`src/rtl/count_monitor_pkg.sv`:
```
// Shared types and constants for the count_monitor checker and its FIFO.
package count_monitor_pkg;

    // Checker state: IDLE until a baseline sample has been taken.
    typedef enum logic {
        StIdle,
        StTrack
    } state_e;

    // Check result attached to each sample: {skip, repeat}.
    typedef logic [1:0] tag_t;

    localparam tag_t TAG_OK     = 2'b00;
    localparam tag_t TAG_REPEAT = 2'b01;
    localparam tag_t TAG_SKIP   = 2'b10;

    // Error counter width and its saturation value.
    localparam int unsigned ErrCntWidth = 8;
    localparam logic [ErrCntWidth-1:0] ErrCntMax = '1;

endpackage

```
`src/rtl/sync_fifo.sv`:
```
// Single-clock show-ahead FIFO with registered occupancy and full/empty flags.
// A push while full is accepted only when a pop happens in the same cycle.
module sync_fifo #(
    parameter int unsigned Width = 34,
    parameter int unsigned Depth = 4
) (
    input  logic                   clk_i,
    input  logic                   rst_ni,
    input  logic                   push_i,
    input  logic [Width-1:0]       data_i,
    input  logic                   pop_i,
    output logic [Width-1:0]       data_o,
    output logic [$clog2(Depth):0] level_o,
    output logic                   full_o,
    output logic                   empty_o
);

    localparam int unsigned PtrW = $clog2(Depth);
    localparam int unsigned LvlW = PtrW + 1;
    localparam logic [LvlW-1:0] LvlFull = LvlW'(Depth);

    logic [Width-1:0] mem_q [Depth];
    logic [PtrW-1:0]  wr_ptr_q, wr_ptr_d;
    logic [PtrW-1:0]  rd_ptr_q, rd_ptr_d;
    logic [LvlW-1:0]  level_q, level_d;
    logic             push_ok, pop_ok;

    assign full_o  = (level_q == LvlFull);
    assign empty_o = (level_q == '0);

    // Pop needs a stored entry, so an empty FIFO cannot fall through.
    assign pop_ok  = pop_i && !empty_o;
    assign push_ok = push_i && (!full_o || pop_ok);

    // Next pointer and occupancy values; pointers wrap since Depth is a power of two.
    always_comb begin
        wr_ptr_d = wr_ptr_q;
        rd_ptr_d = rd_ptr_q;
        level_d  = level_q;
        if (push_ok) begin
            wr_ptr_d = wr_ptr_q + PtrW'(1);
        end
        if (pop_ok) begin
            rd_ptr_d = rd_ptr_q + PtrW'(1);
        end
        if (push_ok && !pop_ok) begin
            level_d = level_q + LvlW'(1);
        end else if (pop_ok && !push_ok) begin
            level_d = level_q - LvlW'(1);
        end
    end

    // Pointer and occupancy registers.
    always_ff @(posedge clk_i or negedge rst_ni) begin
        if (!rst_ni) begin
            wr_ptr_q <= '0;
            rd_ptr_q <= '0;
            level_q  <= '0;
        end else begin
            wr_ptr_q <= wr_ptr_d;
            rd_ptr_q <= rd_ptr_d;
            level_q  <= level_d;
        end
    end

    // Storage array; contents are deliberately left out of reset.
    always_ff @(posedge clk_i) begin
        if (push_ok) begin
            mem_q[wr_ptr_q] <= data_i;
        end
    end

    // Head entry is forced to zero while empty so outputs read 0 in reset.
    assign data_o  = empty_o ? '0 : mem_q[rd_ptr_q];
    assign level_o = level_q;

endmodule

```
`src/rtl/count_monitor.sv`:
```
// Reader-side counter monitor: registers each published count, checks it is
// the previous value plus one, and queues {tag, count} for a downstream reader.
module count_monitor
    import count_monitor_pkg::*;
#(
    parameter int unsigned WIDTH = 32,
    parameter int unsigned DEPTH = 4
) (
    input  logic                   clock,
    input  logic                   reset_n,
    input  logic                   wr_valid,
    input  logic [WIDTH-1:0]       wr_count,
    output logic                   rd_valid,
    input  logic                   rd_ready,
    output logic [WIDTH-1:0]       rd_count,
    output tag_t                   rd_tag,
    output logic [$clog2(DEPTH):0] level,
    output logic                   err_skip,
    output logic                   err_repeat,
    output logic                   overflow,
    output logic [ErrCntWidth-1:0] err_count,
    input  logic                   clear_err
);

    localparam logic [WIDTH-1:0] One = WIDTH'(1);

    state_e                 state_q, state_d;
    logic [WIDTH-1:0]       expected_q, expected_d;
    logic                   err_skip_q, err_skip_d;
    logic                   err_repeat_q, err_repeat_d;
    logic                   overflow_q, overflow_d;
    logic [ErrCntWidth-1:0] err_count_q, err_count_d;

    tag_t             tag;
    logic             pop;
    logic             drop;
    logic             fifo_full;
    logic             fifo_empty;
    logic [WIDTH+1:0] fifo_rdata;

    assign rd_valid = !fifo_empty;
    assign pop      = rd_valid && rd_ready;
    assign drop     = wr_valid && fifo_full && !pop;

    // Classify the incoming sample against the expected value (modulo 2^WIDTH).
    always_comb begin
        tag = TAG_OK;
        if (state_q == StTrack) begin
            if (wr_count == expected_q) begin
                tag = TAG_OK;
            end else if (wr_count == expected_q - One) begin
                tag = TAG_REPEAT;
            end else begin
                tag = TAG_SKIP;
            end
        end
    end

    // Next checker state and sticky flags; a set in the clearing cycle wins.
    always_comb begin
        state_d      = state_q;
        expected_d   = expected_q;
        err_skip_d   = clear_err ? 1'b0 : err_skip_q;
        err_repeat_d = clear_err ? 1'b0 : err_repeat_q;
        overflow_d   = clear_err ? 1'b0 : overflow_q;
        err_count_d  = clear_err ? '0 : err_count_q;
        if (wr_valid) begin
            // Resynchronise on every sample, including dropped ones.
            state_d    = StTrack;
            expected_d = wr_count + One;
            if (tag == TAG_SKIP) begin
                err_skip_d = 1'b1;
            end
            if (tag == TAG_REPEAT) begin
                err_repeat_d = 1'b1;
            end
            if (tag != TAG_OK && err_count_d != ErrCntMax) begin
                err_count_d = err_count_d + ErrCntWidth'(1);
            end
        end
        if (drop) begin
            overflow_d = 1'b1;
        end
    end

    // Checker state and error registers.
    always_ff @(posedge clock or negedge reset_n) begin
        if (!reset_n) begin
            state_q      <= StIdle;
            expected_q   <= '0;
            err_skip_q   <= 1'b0;
            err_repeat_q <= 1'b0;
            overflow_q   <= 1'b0;
            err_count_q  <= '0;
        end else begin
            state_q      <= state_d;
            expected_q   <= expected_d;
            err_skip_q   <= err_skip_d;
            err_repeat_q <= err_repeat_d;
            overflow_q   <= overflow_d;
            err_count_q  <= err_count_d;
        end
    end

    sync_fifo #(
        .Width (WIDTH + 2),
        .Depth (DEPTH)
    ) u_fifo (
        .clk_i   (clock),
        .rst_ni  (reset_n),
        .push_i  (wr_valid),
        .data_i  ({tag, wr_count}),
        .pop_i   (pop),
        .data_o  (fifo_rdata),
        .level_o (level),
        .full_o  (fifo_full),
        .empty_o (fifo_empty)
    );

    assign rd_count   = fifo_rdata[WIDTH-1:0];
    assign rd_tag     = fifo_rdata[WIDTH+:2];
    assign err_skip   = err_skip_q;
    assign err_repeat = err_repeat_q;
    assign overflow   = overflow_q;
    assign err_count  = err_count_q;

endmodule

```
`config.mk`:
```
export PLATFORM = sky130hd
export DESIGN_NAME = count_monitor
export DESIGN_NICKNAME = d
export VERILOG_FILES = /design/src/rtl/count_monitor_pkg.sv /design/src/rtl/sync_fifo.sv /design/src/rtl/count_monitor.sv
export SDC_FILE = /design/constraint.sdc
export NUM_CORES = 1
export LEC_CHECK = 0
export ABC_AREA = 1
export CELL_PAD_IN_SITES_DETAIL_PLACEMENT = 2
export CELL_PAD_IN_SITES_GLOBAL_PLACEMENT = 2
export CORE_MARGIN = 8
export CORE_UTILIZATION = 37
export CTS_BUF_LIST = sky130_fd_sc_hd__clkbuf_8
export CTS_CLUSTER_SIZE = 40
export DETAILED_ROUTE_END_ITERATION = 8
export PLACE_DENSITY = 0.9
export SYNTH_ARGS = -nofsm -noshare
export SYNTH_HDL_FRONTEND = slang
export SYNTH_SLANG_ARGS = --single-unit
```
`constraint.sdc`:
```
create_clock -name clock -period 3 [get_ports clock]
set_input_delay 0.6 -clock clock [delete_from_list [all_inputs] [get_ports clock]]
set_output_delay 0.6 -clock clock [all_outputs]
set_load 0.03 [all_outputs]
```
==> results.md <==
- Slew headroom: 50.0%
- Die width: 180 um
- CP required: 2400 ps
- CP arrival: 2330 ps
- CTS root buf: clkbuf_8
- Hold Buf Count CTS: 0
- Via density per instance: 5.90
- Pleak: 4.77 nW
- Area Growth Syn to Fin: 20.8%
- Routed Antenna Nets: 0
- Initial Utilization: 37.2%
- Placeable Area: 0.0267 mm2
- Total Power: 10.5 mW
- Post-Synthesis Cell Area: 0.00992 mm2
- Drt initial violations: 854
- Outcome: finished clean
- CTS tree: done
- Drt pass-1 iters: 5
- Largest net degree at the start of global routing: 71
- Die area: 0.0323 mm2
- Max stage delay on crit path: 500 ps
- IO Pins: 86
- Slowest cell on the critical path: dfrtp_1
- Clock latency at the later pin of the worst-skew pair: 510 ps
- Number of synthesized flops with an enable pin: 136
- Reported max-cap violation count: 0
- Crit path cell chain: nor2_1 -> nand2_1 -> clkinv_1 -> buf_6 -> a21oi_1 -> buf_4
- Row count: 60
- CTS Sinks: 187
- Vias in the first global route: 10300
- CTS Buf Count: 17
- Post-DP HPWL: 29600 um
- Routed WL: 47400 um
- Share of layout cells above drive strength 1: 15.1%
- Most common cell after layout, fill and taps aside: nor2_1
- Setup violators final: 0
- Synth Instances: 1126
- Setup slack, reg-to-reg: 210 ps
- Fin nets: 1300
- Final Critical Period: 2930 ps
- GPL Wtd Cong: 0.893
- Sequential area share after synthesis: 54.0%
- Post-Syn Nets: 1172
- Residual DRC: 0
- Unique masters post-synth: 39
- First-pass GRT wire length: 70500 um
- RSZ-0062 raised after global routing: false
- Post-synth ARST share: 27.3%
- Port buffer count: 85
- Clk_skew: 23.9 ps
- Pwr Density: 875 mW/mm2
- Count of final hold-check violations: 0
- Vias: 9486
- Slew @ Worst Pin: 750 ps
- Final Max Tran Viols: 0
- Reg-to-reg critical path endpoint: u_fifo.mem_q[3][32]$_DFFE_PP_
- Initial antenna violation count: 0
- Max IR drop VDD: 0.471 mV
- Setup TNS: 0 ps
- Max clock buf depth: 2
- Commonest cells after routing, fill and taps aside: nor2_1, nand2_1, edfxtp_1
- Wire per inst: 29.5 um
- Die H: 180 um
- Overall Global Routing Usage: 28.8%
- Clock transition at path regs: 130 ps
- Synthesis-stage register bit count: 187
- Post-synthesis average cell area: 8.81 um2
- Reg2Reg Depth: 12
- RR Startpoint: expected_q[1]$_DFFE_PN0P_
- Fillers: 2841
- Worst Setup Path Type: flop to output pin
- Crit start category: flop
- Htree depth: 4
- FMAX: 341 MHz
- Min-Delay Path Class: input port to async pin
- CP Capture Type: output pin
- N_diodes: 0
- Top_reg_cell synth: edfxtp_1
- Final Cycle Share: 97.7%
- Yosys warns: 0
- Gr ovfl total: 0
- Critical path fanouts, max: 34
==> final cells by class <==
type	instances	area [um2]	area share [%]
repair buffers	147	1320	11.0
clock buffers	17	234	1.95
well taps	341	427	3.56
inverters	79	303	2.53
multi-input cells	822	4150	34.6
flip-flops and latches	187	5360	44.8
clock inverters	15	189	1.58
==> registers in the layout, indices dropped and copies added (netlist names) <==
signal and cells:
u_fifo.mem_q 136, expected_q 32, err_count 8, u_fifo.level_o 3, u_fifo.rd_ptr_q 2, u_fifo.wr_ptr_q 2
err_repeat 1, err_skip 1, overflow 1, state_q 1
==> logic make-up (layout without fill, tap and decap cells) <==
family | Yosys count | after routing | synth area share (%)
simple gates | 599 | 599 | 26.5
flops | 187 | 187 | 54.0
compound gates | 142 | 142 | 7.29
buf+inv | 117 | 258 | 4.60
xor+xnor | 71 | 71 | 6.27
fa+ha+maj | 9 | 9 | 1.21
mux | 1 | 1 | 0.114
==> Yosys cell counts, drive strengths merged, types with 3 or more instances <==
master / instances / area share [%]
clkbuf: 32 / 1.2
nand3b: 10 / 0.76
nor2: 261 / 11
nand4: 24 / 1.5
dfrtp: 51 / 13
nand2: 247 / 9.9
inv: 76 / 2.9
xor2: 44 / 3.9
nand3: 32 / 1.9
clkinv: 3 / 0.11
o21ai: 103 / 5.3
edfxtp: 136 / 41
buf: 6 / 0.37
a21oi: 36 / 1.8
nor3: 18 / 1.2
ha: 8 / 1.0
or2: 5 / 0.32
xnor2: 27 / 2.4
==> stage by stage <==
stage | setup slack, ps | hold slack, ps | utilization [%] | instances | area, um2
2_1_floorplan | -16.1 | 304 | - | 1126 | 9920
3_3_place_gp | -28.1 | 468 | 43.2 | 1572 | 11500
3_5_place_dp | -141 | 507 | 43.2 | 1572 | 11500
4_1_cts | 47.7 | 133 | 44.8 | 1604 | 11900
5_1_grt | 32.2 | 162 | 45.0 | 1608 | 12000
6_report | 68.5 | 142 | 45.0 | 1608 | 12000
==> worst max path at each step <==
stage	from	end	cells past startpoint
floorplan	u_fifo.level_o[0]$_DFFE_PN0P_	u_fifo.mem_q[0][0]$_DFFE_PP_	4
global placement	wr_count[25]	err_count[3]$_DFF_PN0_	12
detailed placement	wr_count[4]	u_fifo.mem_q[0][32]$_DFFE_PP_	11
CTS	u_fifo.rd_ptr_q[1]$_DFFE_PN0P_	rd_count[25]	6
global route	u_fifo.rd_ptr_q[0]$_DFFE_PN0P_	rd_count[5]	6
finish	u_fifo.level_o[0]$_DFFE_PN0P_	rd_tag[1]	6
==> worst max-delay path, delay by kind of cell, from the launching register on <==
| family | cells | cell delay (ps) |
|---|---|---|
| simple gates | 2 | 490 |
| compound gates | 1 | 150 |
| flops | 1 | 500 |
| buf+inv | 3 | 660 |
==> power breakdown <==
group | total [mW] | leakage, nW | switching (mW) | internal, mW
logic | 5.01 | 2.70 | 3.52 | 1.49
clock network | 1.92 | 0.209 | 1.21 | 0.707
registers | 3.55 | 1.86 | 0.286 | 3.27
==> per-layer routing <==
| metal | GRT usage, % | share of wire (%) | vias to the layer above |
|---|---|---|---|
| met2 | 50.4 | 50 | 486 |
| met4 | 13.9 | 4.8 | 0 |
| met5 | 0 | 0 | - |
| met1 | 34.4 | 39 | 4918 |
| li1 | - | - | 3947 |
| met3 | 4.01 | 5.7 | 135 |
==> repair_timing <==
item                                    CTS  global route
endpoints found under the setup margin   27             8
gates cloned                              0             0
setup buffers                             0             4
resized for setup                         4             4
Power figures use the tool's default switching activity.
==> edit: new RTL, same settings <==
Set the parameter `DEPTH` to 16 (it was 4).
--- a/src/rtl/count_monitor.sv
+++ b/src/rtl/count_monitor.sv
@@ -5,5 +5,5 @@
 #(
     parameter int unsigned WIDTH = 32,
-    parameter int unsigned DEPTH = 4
+    parameter int unsigned DEPTH = 16
 ) (
     input  logic                   clock,
Ports: changed (resized level); port bits go from 86 to 88. No check against the original RTL was run, so the function may have changed too.
==> edit against the unedited design <==
The flow now finishes with violations (negative setup slack); worst setup slack worse by 0.63 ns; total power grew to 3.6 times the old value; synthesized area rose to 2.6 times the old value; critical path depth grew 1; sequential cell count increased by 414; register-to-register slack worse by 0.46 ns; non-clock buffer count grew 174; final area grew to 2.9 times the old value; sequential share of layout area up 7.1 points; combinational power increased to 3.9 times the old value; core utilization up 4.1 points; wire length rose to 3.2 times the old value; count of clock-buffer cells in the layout is 90 higher; critical path type unchanged.
==> edit: results <==
[global_routing]
grt_max_degree = 70
antenna_found_initial = 10
grt_pass1_vias = 25649
grt.met1_usage = 0.4095
grtUsageMet3 = 0.09382
grt_util_all_layers = 0.3479

[logic_synthesis]
synth.area.top_cells = edfxtp_1, nor2_1, o21ai_0
seq_area_frac_synth = 0.6810
ys_async_sr_fraction = 0.09484
synth.distinct_cells = 42
synth_nets = 2359
synth_edf_count = 544
synthTopCellsByCount = edfxtp_1, nor2_1, o21ai_0, nand2_1, clkbuf_1

[clocking]
hold_buffers = 1
insertion_delay_ns = 0.78
cts.sinks = 601
cts.path.max_buffers = 3
htreeDepth = 3
numCtsBuffers = 103
clk_pin_slew_worst_paths_ns = 0.08
postCtsResizedCells = 243
cts_setup_buffers = 28

[outcome]
violations = negative setup slack
status = finished, violations left

[place]
portBuffers = 87
place.detailed.hpwl_mm = 68.64
gp_congestion = 0.9101

[layout]
clock_buffers = 107
largest_reg_flops = 544
multi_input_gates = 1481
n_all_buffers = 321
buffer_area_frac = 0.1280
nFillCells = 6848
final_nets = 2661
multi_input_area_share = 0.2495
register_area_um2 = 17770
diodes = 5

[worst_setup_path]
startpoint = u_fifo.rd_ptr_q[0]$_DFFE_PN0P_
arrival_ns = 2.96
slowest_stage = dfrtp_4
crit_family = compound AO/OA/AOI/OAI gates

[timing]
setup_slack_ns = -0.5617
whs_ns = 0.4305
setup_tns_ns = -22.90
setup_violations = 73
fin_skew_ns = 0.04712
relSlewSlack = 0.1888

[power_and_ir_drop]
p_comb_frac = 0.512
peakVddDrop_mv = 0.5624
seq_power_mw = 10.6
static-leakage-power_nw = 12.22
power_density_nw_per_um2 = 1113

[routing]
highest_layer = met5
dr_total_vias = 24705
firstDrtPassIters = 8
routedWlPerCell_um = 41.92
met2WireLength_mm = 67.94
==> edit: cell count changes in the layout (fill, tap and decap cells not counted), moves of 34 or more <==
cell / delta
o21ai_1: +64
buf_4: +34
buf_12: +66
o21ai_0: +112
edfxtp_1: +408
o21ai_2: +38
clkbuf_8: +90
nor2_1: +136
nor2_2: +39
o221ai_1: +74
nand3_1: +48
nand2_1: +45
inv_1: +63
==> edit: through the flow <==
step,util,worst slack [ns],cells,total power [mW]
floorplan,-,-0.02747,2309,16.73
global placement,0.4234,-0.1915,3367,22.33
detailed placement,0.4234,-0.3349,3367,23.39
CTS,0.4760,-0.3672,3613,34.51
global route,0.4902,-0.5708,3638,38.50
finish,0.4903,-0.5617,3641,38.17
==> edit: kinds of logic after synthesis <==
| family | synth area share |
|---|---|
| compound gates | 0.1160 |
| xor+xnor | 0.02216 |
| fa+ha+maj | 0.006524 |
| buf+inv | 0.03368 |
| flops | 0.6810 |
| simple gates | 0.1407 |
